**src/rtl/rand_sched_pkg.sv**
```systemverilog
// Shared types, constants and the round-robin pick helper for the random-range scheduler.
package rand_sched_pkg;

    typedef enum logic [1:0] {
        IDLE,
        DRAW,
        RESP
    } state_t;

    localparam logic [31:0] LFSR_TAPS = 32'h80200003;
    localparam int unsigned MAX_REQ   = 16;

    // First set request at or after ptr, wrapping within the nreq active lanes.
    function automatic logic [3:0] rr_pick(input logic [MAX_REQ-1:0] req,
                                           input logic [3:0]         ptr,
                                           input int unsigned        nreq);
        logic [3:0]  pick;
        logic        found;
        int unsigned idx;
        pick  = '0;
        found = 1'b0;
        for (int unsigned k = 0; k < MAX_REQ; k++) begin
            idx = ({28'd0, ptr} + k) % nreq;
            if (!found && (k < nreq) && req[idx[3:0]]) begin
                pick  = idx[3:0];
                found = 1'b1;
            end
        end
        return pick;
    endfunction

endpackage

```
**src/rtl/rand_lfsr32.sv**
```systemverilog
// 32-bit Galois LFSR that advances one step per enabled cycle and reloads its seed on reset.
module rand_lfsr32
    import rand_sched_pkg::*;
#(
    parameter logic [31:0] SEED = 32'h1
) (
    input  logic        i_clk,
    input  logic        i_rst,
    input  logic        i_step,
    output logic [31:0] o_value
);

    // An all-zero state would lock up the register, so a zero seed falls back to 1.
    localparam logic [31:0] SEED_EFF = (SEED == 32'h0) ? 32'h1 : SEED;

    logic [31:0] r_lfsr;

    always_ff @(posedge i_clk) begin
        if (i_rst) begin
            r_lfsr <= SEED_EFF;
        end else if (i_step) begin
            r_lfsr <= {1'b0, r_lfsr[31:1]} ^ (r_lfsr[0] ? LFSR_TAPS : 32'h0);
        end
    end

    assign o_value = r_lfsr;

endmodule

```
**src/rtl/rand_range_sched.sv**
```systemverilog
// Round-robin arbiter sharing one LFSR between NREQ requesters, each drawing a value
// constrained to its own [min,max] range and returned over a valid/ready handshake.
module rand_range_sched
    import rand_sched_pkg::*;
#(
    parameter int unsigned NREQ  = 4,
    parameter int unsigned WIDTH = 16,
    parameter logic [31:0] SEED  = 32'h1
) (
    input  logic                     CLK,
    input  logic                     RST,
    input  logic [NREQ-1:0]          REQ,
    input  logic [NREQ*WIDTH-1:0]    RMIN,
    input  logic [NREQ*WIDTH-1:0]    RMAX,
    output logic [NREQ-1:0]          GNT,
    output logic                     RESP_VALID,
    input  logic                     RESP_RDY,
    output logic [$clog2(NREQ)-1:0]  RESP_ID,
    output logic [WIDTH-1:0]         RESP_DATA,
    output logic                     RESP_ERR
);

    localparam int unsigned IDW = $clog2(NREQ);
    localparam int unsigned MW  = (WIDTH + 1 > 32) ? WIDTH + 1 : 32;

    state_t           r_state;
    logic [NREQ-1:0]  r_gnt;
    logic             r_valid;
    logic [IDW-1:0]   r_id;
    logic [IDW-1:0]   r_ptr;
    logic [WIDTH-1:0] r_min;
    logic [WIDTH-1:0] r_max;
    logic [WIDTH-1:0] r_data;
    logic             r_err;

    logic [31:0]      w_lfsr;
    logic             w_step;
    logic [IDW-1:0]   w_pick;
    logic [WIDTH-1:0] w_min_sel;
    logic [WIDTH-1:0] w_max_sel;
    logic             w_inv;
    logic [WIDTH:0]   w_span;
    logic             w_full;
    logic [WIDTH-1:0] w_mod;
    logic [WIDTH-1:0] w_data;

    assign w_step = (r_state == DRAW) && !RST;

    rand_lfsr32 #(
        .SEED (SEED)
    ) u_lfsr (
        .i_clk   (CLK),
        .i_rst   (RST),
        .i_step  (w_step),
        .o_value (w_lfsr)
    );

    assign w_pick = IDW'(rr_pick(MAX_REQ'(REQ), 4'(r_ptr), NREQ));

    always_comb begin
        w_min_sel = '0;
        w_max_sel = '0;
        for (int unsigned i = 0; i < NREQ; i++) begin
            if (w_pick == IDW'(i)) begin
                w_min_sel = RMIN[i*WIDTH +: WIDTH];
                w_max_sel = RMAX[i*WIDTH +: WIDTH];
            end
        end
    end

    // Span is one bit wider than the range so a full 2**WIDTH range stays representable.
    assign w_inv  = r_max < r_min;
    assign w_span = {1'b0, r_max} - {1'b0, r_min} + {{WIDTH{1'b0}}, 1'b1};
    assign w_full = (w_span == {1'b1, {WIDTH{1'b0}}});
    assign w_mod  = WIDTH'(MW'(w_lfsr) % MW'(w_span));

    always_comb begin
        w_data = r_min + w_mod;
        if (w_inv) begin
            w_data = r_min;
        end else if (w_full) begin
            w_data = w_lfsr[WIDTH-1:0];
        end
    end

    always_ff @(posedge CLK) begin
        if (RST) begin
            r_state <= IDLE;
            r_gnt   <= '0;
            r_valid <= 1'b0;
            r_id    <= '0;
            r_ptr   <= '0;
            r_min   <= '0;
            r_max   <= '0;
            r_data  <= '0;
            r_err   <= 1'b0;
        end else begin
            r_gnt <= '0;
            case (r_state)
                IDLE: begin
                    if (|REQ) begin
                        r_id    <= w_pick;
                        r_min   <= w_min_sel;
                        r_max   <= w_max_sel;
                        r_gnt   <= {{(NREQ-1){1'b0}}, 1'b1} << w_pick;
                        r_state <= DRAW;
                    end
                end
                DRAW: begin
                    r_data  <= w_data;
                    r_err   <= w_inv;
                    r_valid <= 1'b1;
                    r_state <= RESP;
                end
                RESP: begin
                    if (RESP_RDY) begin
                        r_valid <= 1'b0;
                        r_ptr   <= (r_id == IDW'(NREQ - 1)) ? '0 : r_id + IDW'(1);
                        r_state <= IDLE;
                    end
                end
                default: r_state <= IDLE;
            endcase
        end
    end

    assign GNT        = r_gnt;
    assign RESP_VALID = r_valid;
    assign RESP_ID    = r_id;
    assign RESP_DATA  = r_data;
    assign RESP_ERR   = r_err;

endmodule

```
**config.mk**
```make
export PLATFORM = sky130hd
export DESIGN_NAME = rand_range_sched
export DESIGN_NICKNAME = d
export VERILOG_FILES = /design/src/rtl/rand_sched_pkg.sv /design/src/rtl/rand_lfsr32.sv /design/src/rtl/rand_range_sched.sv
export SDC_FILE = /design/constraint.sdc
export NUM_CORES = 2
export LEC_CHECK = 0
export CORE_MARGIN = 2
export CORE_UTILIZATION = 40
export DETAILED_ROUTE_END_ITERATION = 12
export PLACE_DENSITY = 0.62
export SKIP_CTS_REPAIR_TIMING = 1
export SLEW_MARGIN = 10
export SYNTH_ARGS = -nofsm -noshare
export SYNTH_HDL_FRONTEND = slang
export SYNTH_SLANG_ARGS = --single-unit
```
**constraint.sdc**
```tcl
create_clock -name CLK -period 191.9 [get_ports CLK]
set_clock_uncertainty 0.2 [all_clocks]
set_input_delay 19.19 -clock CLK [delete_from_list [all_inputs] [get_ports CLK]]
set_output_delay 19.19 -clock CLK [all_outputs]
set_load 0.01 [all_outputs]
```
==> run metrics <==
Syn Area/Cell 7.07 um2; R2R cell count 463; CP Data Arrival Time 109.89 ns; all-layer global routing usage 25.9%; sequential area share after synthesis 6.06%; max cap viols 0; critical path launch point type register; synthesis-to-finish area growth 9.51%; largest net degree at the start of global routing 57; fin util 44.0%; CTS H-tree lvls 3; Peak Freq 9.11 MHz; core region area 0.0756 mm2; die height 280 um; min Tclk post-route 109.79 ns; Max transition margin 19.8%; worst endpoint required time 192.00 ns; hpwl dp 82,600 um; top-area cell type share of the netlist area 19.1%; CP Launch Point r_min[1]; Async S/R FF share, synth 0%; register area 0.00184 mm2; Buf/Inv on CP 17; Sinks on Clock Net 92; Post-Synthesis Cells 4,296; Net Count, Synth 4,904; initial antenna violation count 1; Synth Cell Area 0.0304 mm2; FP Rows 101; RR Endpoint RESP_DATA[14]; Worst Tran Pin Value 1.20 ns; DR iter-0 viols 2,442; CP endpoint RESP_DATA[14]; commonest non-fill, non-tap cell in the layout nand2_1; main flop type after synthesis dfxtp_1; I/O pin cnt 159; antenna-violating nets left 0; Die Width 280 um; first-pass GRT wire length 166,000 um; first drt pass iteration count 6; Final Hold Fails 0; R2R Setup Slk 82.11 ns; period utilisation layout 57.2%; port bufs 158; Setup crit end kind register; Post-synth EDFFs 0; outcome finished clean; Worst-path clk slew 0.08 ns; initial core utilization 40.2%; Min-Delay Path Class register to register; most frequent cells in the layout 529 x nand2_1, 463 x ha_1, 368 x nor2_1; met1 Usage GRT 35.5%; vias 32,900; critical path's most frequent cell o21a_1; crit path max fanout 35; vias per cell 6.17; share of layout cells above drive strength 1 6.83%; Avg WL per Cell 19.6 um; TritonCTS clock tree done; worst r2r src r_min[1]; RePlAce Congestion 0.981; Inserted Diodes 0; M3 GR Usage 2.77%; clk buf depth 2; cell taking the most area after synthesis ha_1; gr ovfl total 0; CP top delay family compound AO/OA/AOI/OAI gates; CP max stage delay 1.01 ns; WS Path Type register to register; Synth Register Bits 92; unrepaired setup endpoints after global routing no; Critical Path Stages 463; multi-input logic area 0.0275 mm2; slowest cell on the critical path a221oi_1; Final #Nets 4,954; layer with the highest usage met2; pre-CTS setup slack 84.03 ns; FILL cells 7,790; worst skew pair latency 0.37 ns; Synth Warn # 0; CTS root buf clkbuf_16; GR Util met2 43.0%; most area-consuming cells after synthesis ha_1 19%, nand2_1 6.5%, dfxtp_1 6.1%; die area 0.0782 mm2; final setup fails 0; setup tns final 0 ns; Slew Viols, Final 0; WL final 105,000 um; final setup margin 82.11 ns; Post-route DRC 0; hold_ws 0.259 ns; Inserted Clock Buffers 9; synth unique cells 125; vias in the first global route 30,400
how the worst min path moves through the flow:
stage,from,slack [ns],end,cells past startpoint
floorplan,u_lfsr.o_value[24],0.26,u_lfsr.o_value[23],2
global placement,RESP_DATA[7],0.24,RESP_DATA[7],2
detailed placement,RESP_DATA[5],0.25,RESP_DATA[5],2
CTS,RESP_DATA[5],0.26,RESP_DATA[5],2
global route,RESP_DATA[5],0.27,RESP_DATA[5],2
finish,RESP_DATA[5],0.26,RESP_DATA[5],2
cells in the mapped netlist (all sizes together) (83+ instances only):
| cell | count |
|---|---|
| o31ai | 147 |
| xnor2 | 129 |
| inv | 117 |
| clkbuf | 129 |
| dfxtp | 92 |
| o21ai | 203 |
| and2 | 83 |
| a21oi | 331 |
| nand2 | 529 |
| nor2 | 374 |
| o21a | 185 |
| nor3 | 226 |
| xor2 | 91 |
| mux2 | 94 |
| ha | 463 |
| nand3 | 93 |
flip-flops by register name (all words and copies together) (netlist names):
signal	flops
RESP_ID	2
r_min	16
RESP_ERR	1
GNT	4
u_lfsr.o_value	32
r_max	16
RESP_DATA	16
RESP_VALID	1
r_state	2
r_ptr	2
kinds of logic after synthesis:
logic type      Yosys count  synth area share (%)
simple gates           1679                  27.1
compound gates         1417                  32.4
xor+xnor                220                  6.37
mux                     128                  4.63
buf+inv                 286                  3.69
fa+ha+maj               474                  19.8
flops                    92                  6.06
metal layers:
metal | vias up | wire, um
li1 | 16300 | -
met1 | 15200 | 48000
met2 | 1164 | 46700
met3 | 187 | 6940
met4 | 2 | 2990
met5 | - | 8
area by class of cell:
cell class	count	area share, %
tap	978	3.68
clock buffer	9	0.677
inverter	117	1.32
multi-input combinational	3918	82.6
sequential	92	5.54
timing repair buffer	208	5.88
clock inverter	7	0.278
per-stage QoR:
step | area (um2) | std cells
floorplan | 30400 | 4296
global placement | 32900 | 5313
detailed placement | 32900 | 5313
CTS | 33300 | 5329
global route | 33300 | 5329
finish | 33300 | 5329
worst min-delay path, cell delays in order, from the launching register on:
cell	delay, ns
dfxtp_1	0.31
nand2_1	0.05
a21oi_1	0.05
Power is left out: the tool's default activity adds up to more than one toggle a clock period on the data nets, which glitch-free logic cannot reach.
